--- config.mk ---
export PLATFORM = sky130hd
export DESIGN_NAME = decoder_flat
export DESIGN_NICKNAME = d
export VERILOG_FILES = /design/src/rtl/decoder_pkg.sv /design/src/rtl/decoder_if.sv /design/src/rtl/decoder_err_tracker.sv /design/src/rtl/decoder.sv /design/src/flat_wrapper.sv
export SDC_FILE = /design/constraint.sdc
export NUM_CORES = 1
export LEC_CHECK = 0
export BUFFER_PORTS_ARGS = -buffer_cell sky130_fd_sc_hd__buf_2
export CAP_MARGIN = 10
export CORE_AREA = 2 2 39 41
export DETAILED_ROUTE_END_ITERATION = 10
export DIE_AREA = 0 0 41 43
export PLACE_DENSITY_LB_ADDON = 0.25
export SLEW_MARGIN = 30
export SYNTH_ARGS = -nofsm -noshare
export SYNTH_HDL_FRONTEND = slang
export SYNTH_HIERARCHICAL = 1
export SYNTH_SLANG_ARGS = --single-unit
--- constraint.sdc ---
create_clock -name clk -period 1.55 [get_ports clk]
set_clock_uncertainty 0.05 [all_clocks]
set_input_delay 0.3875 -clock clk [delete_from_list [all_inputs] [get_ports clk]]
set_output_delay 0.3875 -clock clk [all_outputs]
set_load 0.02 [all_outputs]
--- src/rtl/decoder_pkg.sv ---
// Shared defaults and types for the binary-to-one-hot decoder.
// Error tracking is built only when DECODER_ERR_TRACK_EN is defined.
package decoder_pkg;

  localparam int DEC_IN_W_DEF  = 2;
  localparam int DEC_OUT_W_DEF = 4;

  typedef logic [DEC_IN_W_DEF-1:0]  dec_sel_t;
  typedef logic [DEC_OUT_W_DEF-1:0] dec_onehot_t;

endpackage

--- src/rtl/decoder_if.sv ---
// Select/decode bundle between the control unit and the decoder.
// err_sticky/oor are live only with DECODER_ERR_TRACK_EN.
interface decoder_if
  import decoder_pkg::*;
#(
  parameter int IN_W  = DEC_IN_W_DEF,
  parameter int OUT_W = 1 << IN_W
);

  logic             en;
  logic [IN_W-1:0]  sel;
  logic [OUT_W-1:0] dec;
  logic [OUT_W-1:0] dec_q;
  logic             oor;
  logic             err_sticky;

  modport master (
    output en,
    output sel,
    input  dec,
    input  dec_q,
    input  oor,
    input  err_sticky
  );

  modport slave (
    input  en,
    input  sel,
    output dec,
    output dec_q,
    output oor,
    output err_sticky
  );

endinterface

--- src/rtl/decoder_err_tracker.sv ---
// Out-of-range detect and sticky error flag for narrow decoders.
// Instantiated by decoder only under DECODER_ERR_TRACK_EN.
module decoder_err_tracker
  import decoder_pkg::*;
#(
  parameter int IN_W  = DEC_IN_W_DEF,
  parameter int OUT_W = 1 << IN_W
) (
  input  logic            clk,
  input  logic            rst_n,
  input  logic            en,
  input  logic [IN_W-1:0] sel,
  output logic            oor,
  output logic            err_sticky
);

  // Zero-extended compare; never true when OUT_W covers every sel value.
  assign oor = en && (32'(sel) >= OUT_W);

  always_ff @(posedge clk) begin
    if (!rst_n) begin
      err_sticky <= 1'b0;
    end else begin
      err_sticky <= err_sticky | oor;
    end
  end

endmodule

--- src/rtl/decoder.sv ---
// Parameterised binary-to-one-hot decoder with registered copy.
// Optional DECODER_ERR_TRACK_EN adds oor and err_sticky tracking.
module decoder
  import decoder_pkg::*;
#(
  parameter int IN_W  = DEC_IN_W_DEF,
  parameter int OUT_W = 1 << IN_W
) (
  input logic       clk,
  input logic       rst_n,
  decoder_if.slave  bus
);

  if (IN_W < 1 || OUT_W < 1 || OUT_W > (1 << IN_W)) begin : g_bad_cfg
    $fatal(1, "decoder: illegal IN_W/OUT_W");
  end

  logic [OUT_W-1:0] dec;
  logic [OUT_W-1:0] dec_q;
  logic             oor;
  logic             err_sticky;

  for (genvar i = 0; i < OUT_W; i++) begin : g_dec
    assign dec[i] = bus.en && (bus.sel == IN_W'(i));
  end

  always_ff @(posedge clk) begin
    if (!rst_n) begin
      dec_q <= '0;
    end else begin
      dec_q <= dec;
    end
  end

`ifdef DECODER_ERR_TRACK_EN
  decoder_err_tracker #(
    .IN_W  (IN_W),
    .OUT_W (OUT_W)
  ) u_err (
    .clk        (clk),
    .rst_n      (rst_n),
    .en         (bus.en),
    .sel        (bus.sel),
    .oor        (oor),
    .err_sticky (err_sticky)
  );
`else
  assign oor        = 1'b0;
  assign err_sticky = 1'b0;
`endif

  assign bus.dec        = dec;
  assign bus.dec_q      = dec_q;
  assign bus.oor        = oor;
  assign bus.err_sticky = err_sticky;

endmodule

--- src/flat_wrapper.sv ---
// flat-port wrapper written by rule: the top's interface ports become plain ports
module decoder_flat import decoder_pkg::*;
#(
  parameter int IN_W  = DEC_IN_W_DEF,
  parameter int OUT_W = 1 << IN_W
)
  (clk, rst_n, bus_en, bus_sel, bus_dec, bus_dec_q, bus_oor, bus_err_sticky);
  decoder_if #(.IN_W(IN_W), .OUT_W(OUT_W)) bus_i ();
  input logic clk;
  input logic rst_n;
  input wire logic [$bits(bus_i.en)-1:0] bus_en;
  input wire logic [$bits(bus_i.sel)-1:0] bus_sel;
  output wire logic [$bits(bus_i.dec)-1:0] bus_dec;
  output wire logic [$bits(bus_i.dec_q)-1:0] bus_dec_q;
  output wire logic [$bits(bus_i.oor)-1:0] bus_oor;
  output wire logic [$bits(bus_i.err_sticky)-1:0] bus_err_sticky;
  assign bus_i.en = bus_en;
  assign bus_i.sel = bus_sel;
  assign bus_dec = bus_i.dec;
  assign bus_dec_q = bus_i.dec_q;
  assign bus_oor = bus_i.oor;
  assign bus_err_sticky = bus_i.err_sticky;
  decoder #(.IN_W(IN_W), .OUT_W(OUT_W)) u_core (.clk(clk), .rst_n(rst_n), .bus(bus_i));
endmodule
## Word-level counts from Yosys, hierarchy flattened

Cells that the tools add are included.

| storage, ports and cells | value |
|---|---|
| input port bits | 5 |
| register bits | 4 |
| output and inout port bits | 10 |

| cells by class | value |
|---|---|
| reduce and logical (&&, ||, !) cells | 5 |
| eq/ne operators | 3 |

Operators with widths:

| cell | number |
|---|---|
| $eq 2x2->1 const B | 2 |
| $logic_and 1x1->1 | 4 |
| $eq 2x1->1 const B | 1 |
| $logic_not 2->1 | 1 |

## Logic depth before layout (Yosys ltp)

Gate-level depths: netlist of the first run.

| depth | value |
|---|---|
| depth after elaboration | 2 |
| gate-level depth with buffers | 1 |
| gate-level depth less buffers | 1 |

## Worst setup path before layout of the first run

No wires, ideal clock.

| timing | value |
|---|---|
| path type | input port to output port |
| from | input bus_sel[0] |
| to | output bus_dec[0] |
| path buffers | 0 |
| data arrival time | 0.914 ns |
| data required time | 1.112 ns |
| path slack | 0.198 ns |
| cell stages on the path | 1 |
| cells stage by stage | nor3b_1 |

| between the ends | value |
|---|---|
| cells in the longest elaborated chain, start to end | 2 |

Ends and longest elaborated chain:

| element | line | text |
|---|---|---|
| start: declaration | flat_wrapper.sv:12 | `input wire logic [$bits(bus_i.sel)-1:0] bus_sel;` |
| $logic_not 2->1 | decoder.sv:24 | `assign dec[i] = bus.en && (bus.sel == IN_W'(i));` |
| $logic_and 1x1->1 | decoder.sv:24 |  |
| end: declaration | flat_wrapper.sv:13 | `output wire logic [$bits(bus_i.dec)-1:0] bus_dec;` |

No other way between the ends.

## Final worst setup path of the first run

Same ends and word-level chain as after synthesis.

==> flow_summary.toml, run 1 <==
[floorplan]
std_cell_rows = 14
number_of_top_level_design_ports = 15
core_sq_um = 1380
chipHeight_microns = 43
die_area_sq_um = 1760
die_width_microns = 41
start_util_pct = 12.9

[drt]
total_detailed_routing_wirelength_microns = 408
post-route-drc-count = 0
initialDrtViolationCount = 2
drt-wirelength-per-cell_microns = 9.07
drt_first_pass_iters = 2
antenna_violating_nets_post_route = 0
detail_route.vias_per_cell = 3.78
detailroute.via_count = 170

[logic_synthesis]
synth.area.top_cells = "sky130_fd_sc_hd__dfxtp_1 45%, sky130_fd_sc_hd__and4b_2 13%, sky130_fd_sc_hd__and3b_2 11%"
post_synth_instance_area_sq_um = 179
netlist_instances = 15
synth.ff_latch_count = 4
ys_warn_count = 6
yosysUniqueCellTypes = 9
synthDominantCellAreaShare_pct = 44.8
synth.yosys.seq_area_share_pct = 44.8
post_synth.cell_area_avg_sq_um = 11.9
synth_top_area_cell = "sky130_fd_sc_hd__dfxtp_1"

[cells_and_area]
finalInstanceArea_sq_um = 270
registers.top_by_ff_count = "u_core/bus.dec_q"
layout-drive-gt1-share_pct = 75.9
relative_area_change_from_synthesis_to_final_layout_pct = 51.0
finish.utilization_pct = 19.5
fillCellCount = 157
top_regs = "u_core/bus.dec_q: 4 flops"
number_of_nets_at_the_end_of_the_flow = 36
diodes_inserted = 0
largest_register_ff_count = 4
layoutNonFillerInstCount = 45

[place]
post_dp_cell_area_sq_um = 248
globalplace.congestion = 0.620
dp_worst_setup_slack_ns = 0.178
place.detailed.hpwl_microns = 313
total_placed_cells_including_tap_cells = 42
io_buffers = 12

[sta]
rsz0062_at_grt = "no"
setup_viol_count_final = 0
clock.fmax_mhz = 740
layout_min_cycle_time_ns = 1.35
report.final.slew_viol_count = 0
hold_viol_final = 0
holdWs_ns = 0.447
setup_tns_ns = 0
post-route-worst-setup-slack_ns = 0.198
timing.final.crit_share_pct = 87.2

[power_and_ir_drop]
p_leak_nw = 0.149
p_sw_mw = 0.0617
cell_internal_pwr_mw = 0.207
share_seq_of_total_power_pct = 39.8
switching_share_pct = 23.0
clock_power_share_pct = 45.9
power.share.combinational_pct = 14.3
power_after_layout_mw = 0.269
worst_ir_drop_vdd_mv = 0.169
cellPowerDensity_nw_per_um2 = 995

[clock_tree]
cts_hold_buffers = 0
cts_max_path_buffers = 2
clock_pin_slew_on_the_worst_setup_and_hold_paths_ns = 0.03
inserted_clock_buffers = 3
h-tree-depth = 1
cts_setup_buffers = 0
cts_root_buffer = "sky130_fd_sc_hd__clkbuf_4"
cts_tree = "yes"
cts.repair.resized = 0
cts.sinks = 4

[global_routing]
grt_overflow = 0
first_global_vias = 153
grt_max_degree = 9
grt_antenna_before_repair = 0
grt_pass1_wl_microns = 607
gr-usage-all-layers_pct = 5.82

[hold_path]
min-delay-path-class = "in -> reg"

[run]
drv_cap = 0

[critical_path]
worst-endpoint-arrival_ns = 0.91
start_kind = "input pin"
critPathKind = "in -> out"
worst_setup_path_end_kind = "primary output"
worst_path_max_fanout = 8
worstPathRequired_ns = 1.11

[run_status]
status = "completed"
power by group through the flow:
stage / Clock [mW] / Sequential, mW / Combinational, mW
after floorplan: 0 / 0.112 / 0.0214
after global placement: 0 / 0.108 / 0.0369
after detailed placement: 0 / 0.109 / 0.0387
after CTS: 0.132 / 0.107 / 0.0389
after global routing: 0.143 / 0.107 / 0.0422
final: 0.123 / 0.107 / 0.0384
path summary, 6_finish.rpt:
path              slack (ns)       start  cells past startpoint             endpoint
setup / recovery        0.20  bus_sel[0]                      3           bus_dec[0]
hold / removal          0.45       rst_n                      2  u_core/bus.dec_q[1]
layout make-up:
type | instances | area (sq um) | share of cell area [%]
Clock buffer | 3 | 22.5 | 8.33
Multi-Input combinational cell | 10 | 87.6 | 32.4
Sequential cell | 4 | 80.1 | 29.6
Tap cell | 16 | 20.0 | 7.41
Timing Repair Buffer | 12 | 60.1 | 22.2
per-layer routing:
metal  wire, microns  vias up  track usage [%]  share of wire [%]
met5               0        -                0                  0
met4               0        0             8.00                  0
met3              76        0             3.66                 19
met2             181       14             5.94                 44
met1             149       73             6.41                 37
li1                -       83                -                  -
Yosys cell counts:
cell type / count
sky130_fd_sc_hd__and3_2: 1
sky130_fd_sc_hd__conb_1: 1
sky130_fd_sc_hd__and4_2: 1
sky130_fd_sc_hd__and4bb_2: 1
sky130_fd_sc_hd__and3b_2: 2
sky130_fd_sc_hd__dfxtp_1: 4
sky130_fd_sc_hd__buf_4: 2
sky130_fd_sc_hd__and4b_2: 2
sky130_fd_sc_hd__nor3b_1: 1
logic make-up after synthesis:
group         Yosys count  share of synthesized area [%]
other cells             1                           2.10
buf+inv                 2                           8.39
flops                   4                           44.8
simple gates            8                           44.8
cell usage in the layout (no fill, tap or decap):
cell type                   n
sky130_fd_sc_hd__buf_2     12
sky130_fd_sc_hd__dfxtp_1    4
sky130_fd_sc_hd__clkbuf_4   3
sky130_fd_sc_hd__and3b_2    2
sky130_fd_sc_hd__and4b_2    2
sky130_fd_sc_hd__conb_1     2
sky130_fd_sc_hd__and3_2     1
sky130_fd_sc_hd__nor3b_1    1
sky130_fd_sc_hd__and4bb_2   1
sky130_fd_sc_hd__and4_2     1
critical path: stages:
cell and delay, ns:
sky130_fd_sc_hd__buf_2 0.13, sky130_fd_sc_hd__nor3b_1 0.20, sky130_fd_sc_hd__buf_2 0.19
(Power assumes the default switching activity.)
==> inputs of run 2 (changes only) <==
clock period = 1.46 ns   (was 1.55 ns; I/O delays follow)
==> run 2 against run 1 <==
Compared with the run above:
- setup slack lost 0.022 ns
- core utilization unchanged
- via count is 4.1% lower
- critical path depth unchanged
- worst hold slack got worse by 0.018 ns
- clock power is 8% higher
- cell area unchanged
- sequential power is 6% higher
- non-clock buffer count is the same
- largest cell class unchanged
- largest power group unchanged
==> flow_summary.toml, run 2 (synthesized netlist as in run 1, its figures left out) <==
[clock_tree]
clock_pin_slew_on_the_worst_setup_and_hold_paths_ns = 0.03
cts.repair.resized = 0
cts.sinks = 4
cts_tree = "yes"
cts_root_buffer = "sky130_fd_sc_hd__clkbuf_4"
h-tree-depth = 1
cts_setup_buffers = 0
cts_hold_buffers = 0
inserted_clock_buffers = 3
cts_max_path_buffers = 2

[critical_path]
worst_path_max_fanout = 8
worst_path_largest_cell_delay_ns = 0.22
cp_common_cell = "sky130_fd_sc_hd__buf_2"
critPathSlowestCell = "sky130_fd_sc_hd__and3b_2"
path_cells = "buf_2, and3b_2, buf_2"
start_kind = "input pin"
worst-endpoint-arrival_ns = 0.87
worstPathRequired_ns = 1.04
critPathKind = "in -> out"
worst_setup_path_end_kind = "primary output"

[cells_and_area]
top_regs = "u_core/bus.dec_q: 4 flops"
layout-drive-gt1-share_pct = 75.9
diodes_inserted = 0
most-common-layout-cells = "12 x sky130_fd_sc_hd__buf_2, 4 x sky130_fd_sc_hd__dfxtp_1, 3 x sky130_fd_sc_hd__clkbuf_4"
largest_register_ff_count = 4
relative_area_change_from_synthesis_to_final_layout_pct = 51.0
layout.cells.most_common = "sky130_fd_sc_hd__buf_2"
number_of_nets_at_the_end_of_the_flow = 36
registers.top_by_ff_count = "u_core/bus.dec_q"

[sta]
timing.final.crit_share_pct = 88.0
setup_tns_ns = 0
setup_viol_count_final = 0
hold_viol_final = 0
report.final.slew_viol_count = 0
clock.fmax_mhz = 778
layout_min_cycle_time_ns = 1.28
rsz0062_at_grt = "no"

[global_routing]
grt_antenna_before_repair = 0
grt_pass1_wl_microns = 476
grt_overflow = 0
grt_max_degree = 9
first_global_vias = 121
gr-usage-all-layers_pct = 4.81

[drt]
total_detailed_routing_wirelength_microns = 362
antenna_violating_nets_post_route = 0
drt-wirelength-per-cell_microns = 8.04
detailroute.via_count = 163
initialDrtViolationCount = 0
drt_first_pass_iters = 1
post-route-drc-count = 0
detail_route.vias_per_cell = 3.62

[power_and_ir_drop]
p_leak_nw = 0.149
worst_ir_drop_vdd_mv = 0.188
power_after_layout_mw = 0.287
cellPowerDensity_nw_per_um2 = 1060

[place]
place.detailed.hpwl_microns = 271
globalplace.congestion = 0.589
io_buffers = 12

[floorplan]
die_area_sq_um = 1760
core_sq_um = 1380
die_width_microns = 41
chipHeight_microns = 43
start_util_pct = 12.9
std_cell_rows = 14
number_of_top_level_design_ports = 15

[run]
drv_cap = 0

[run_status]
status = "completed"

[hold_path]
min-delay-path-class = "in -> reg"
-- run 2: report_power, final --
part | total [mW] | switching (mW) | internal (mW)
clock network | 0.133 | 0.0416 | 0.0917
logic | 0.0403 | 0.0249 | 0.0154
registers | 0.113 | 0.000561 | 0.113
total | 0.287 | 0.0671 | 0.220
-- run 2: final timing paths --
| path | from | end | slack [ns] | cells past startpoint |
|---|---|---|---|---|
| worst max-delay path | bus_sel[0] | bus_dec[2] | 0.18 | 3 |
| worst min-delay path | rst_n | u_core/bus.dec_q[1] | 0.43 | 2 |
-- run 2: metrics by stage --
step           hold slack (ns)  utilization [%]  instances  instance area, sq um  worst slack [ns]
2_1_floorplan            0.516                -         16                   183             0.153
3_3_place_gp             0.655             17.9         42                   248             0.183
3_5_place_dp             0.670             17.9         42                   248             0.175
4_1_cts                  0.422             19.5         45                   270             0.171
5_1_grt                  0.442             19.5         45                   270             0.150
6_report                 0.428             19.5         45                   270             0.175
-- run 2: final cells by class --
type / instances / area [sq um]
clock buffer: 3 / 22.5
fill: 157 / 1110
multi-input combinational: 10 / 87.6
sequential: 4 / 80.1
tap: 16 / 20.0
timing repair buffer: 12 / 60.1
-- run 2: worst max-delay path, delay by kind of cell --
kind          cells  cell delay [ns]
simple gates      1             0.22
buf+inv           2             0.28
-- run 2: routing by layer --
metal | share of wire, % | track usage [%] | wire [microns] | vias to the layer above
met1 | 47 | 5.77 | 170 | 64
met4 | 3.9 | 8.00 | 14 | 0
li1 | - | - | - | 81
met5 | 0 | 0 | 0 | -
met2 | 31 | 3.75 | 112 | 16
met3 | 18 | 3.14 | 64 | 2
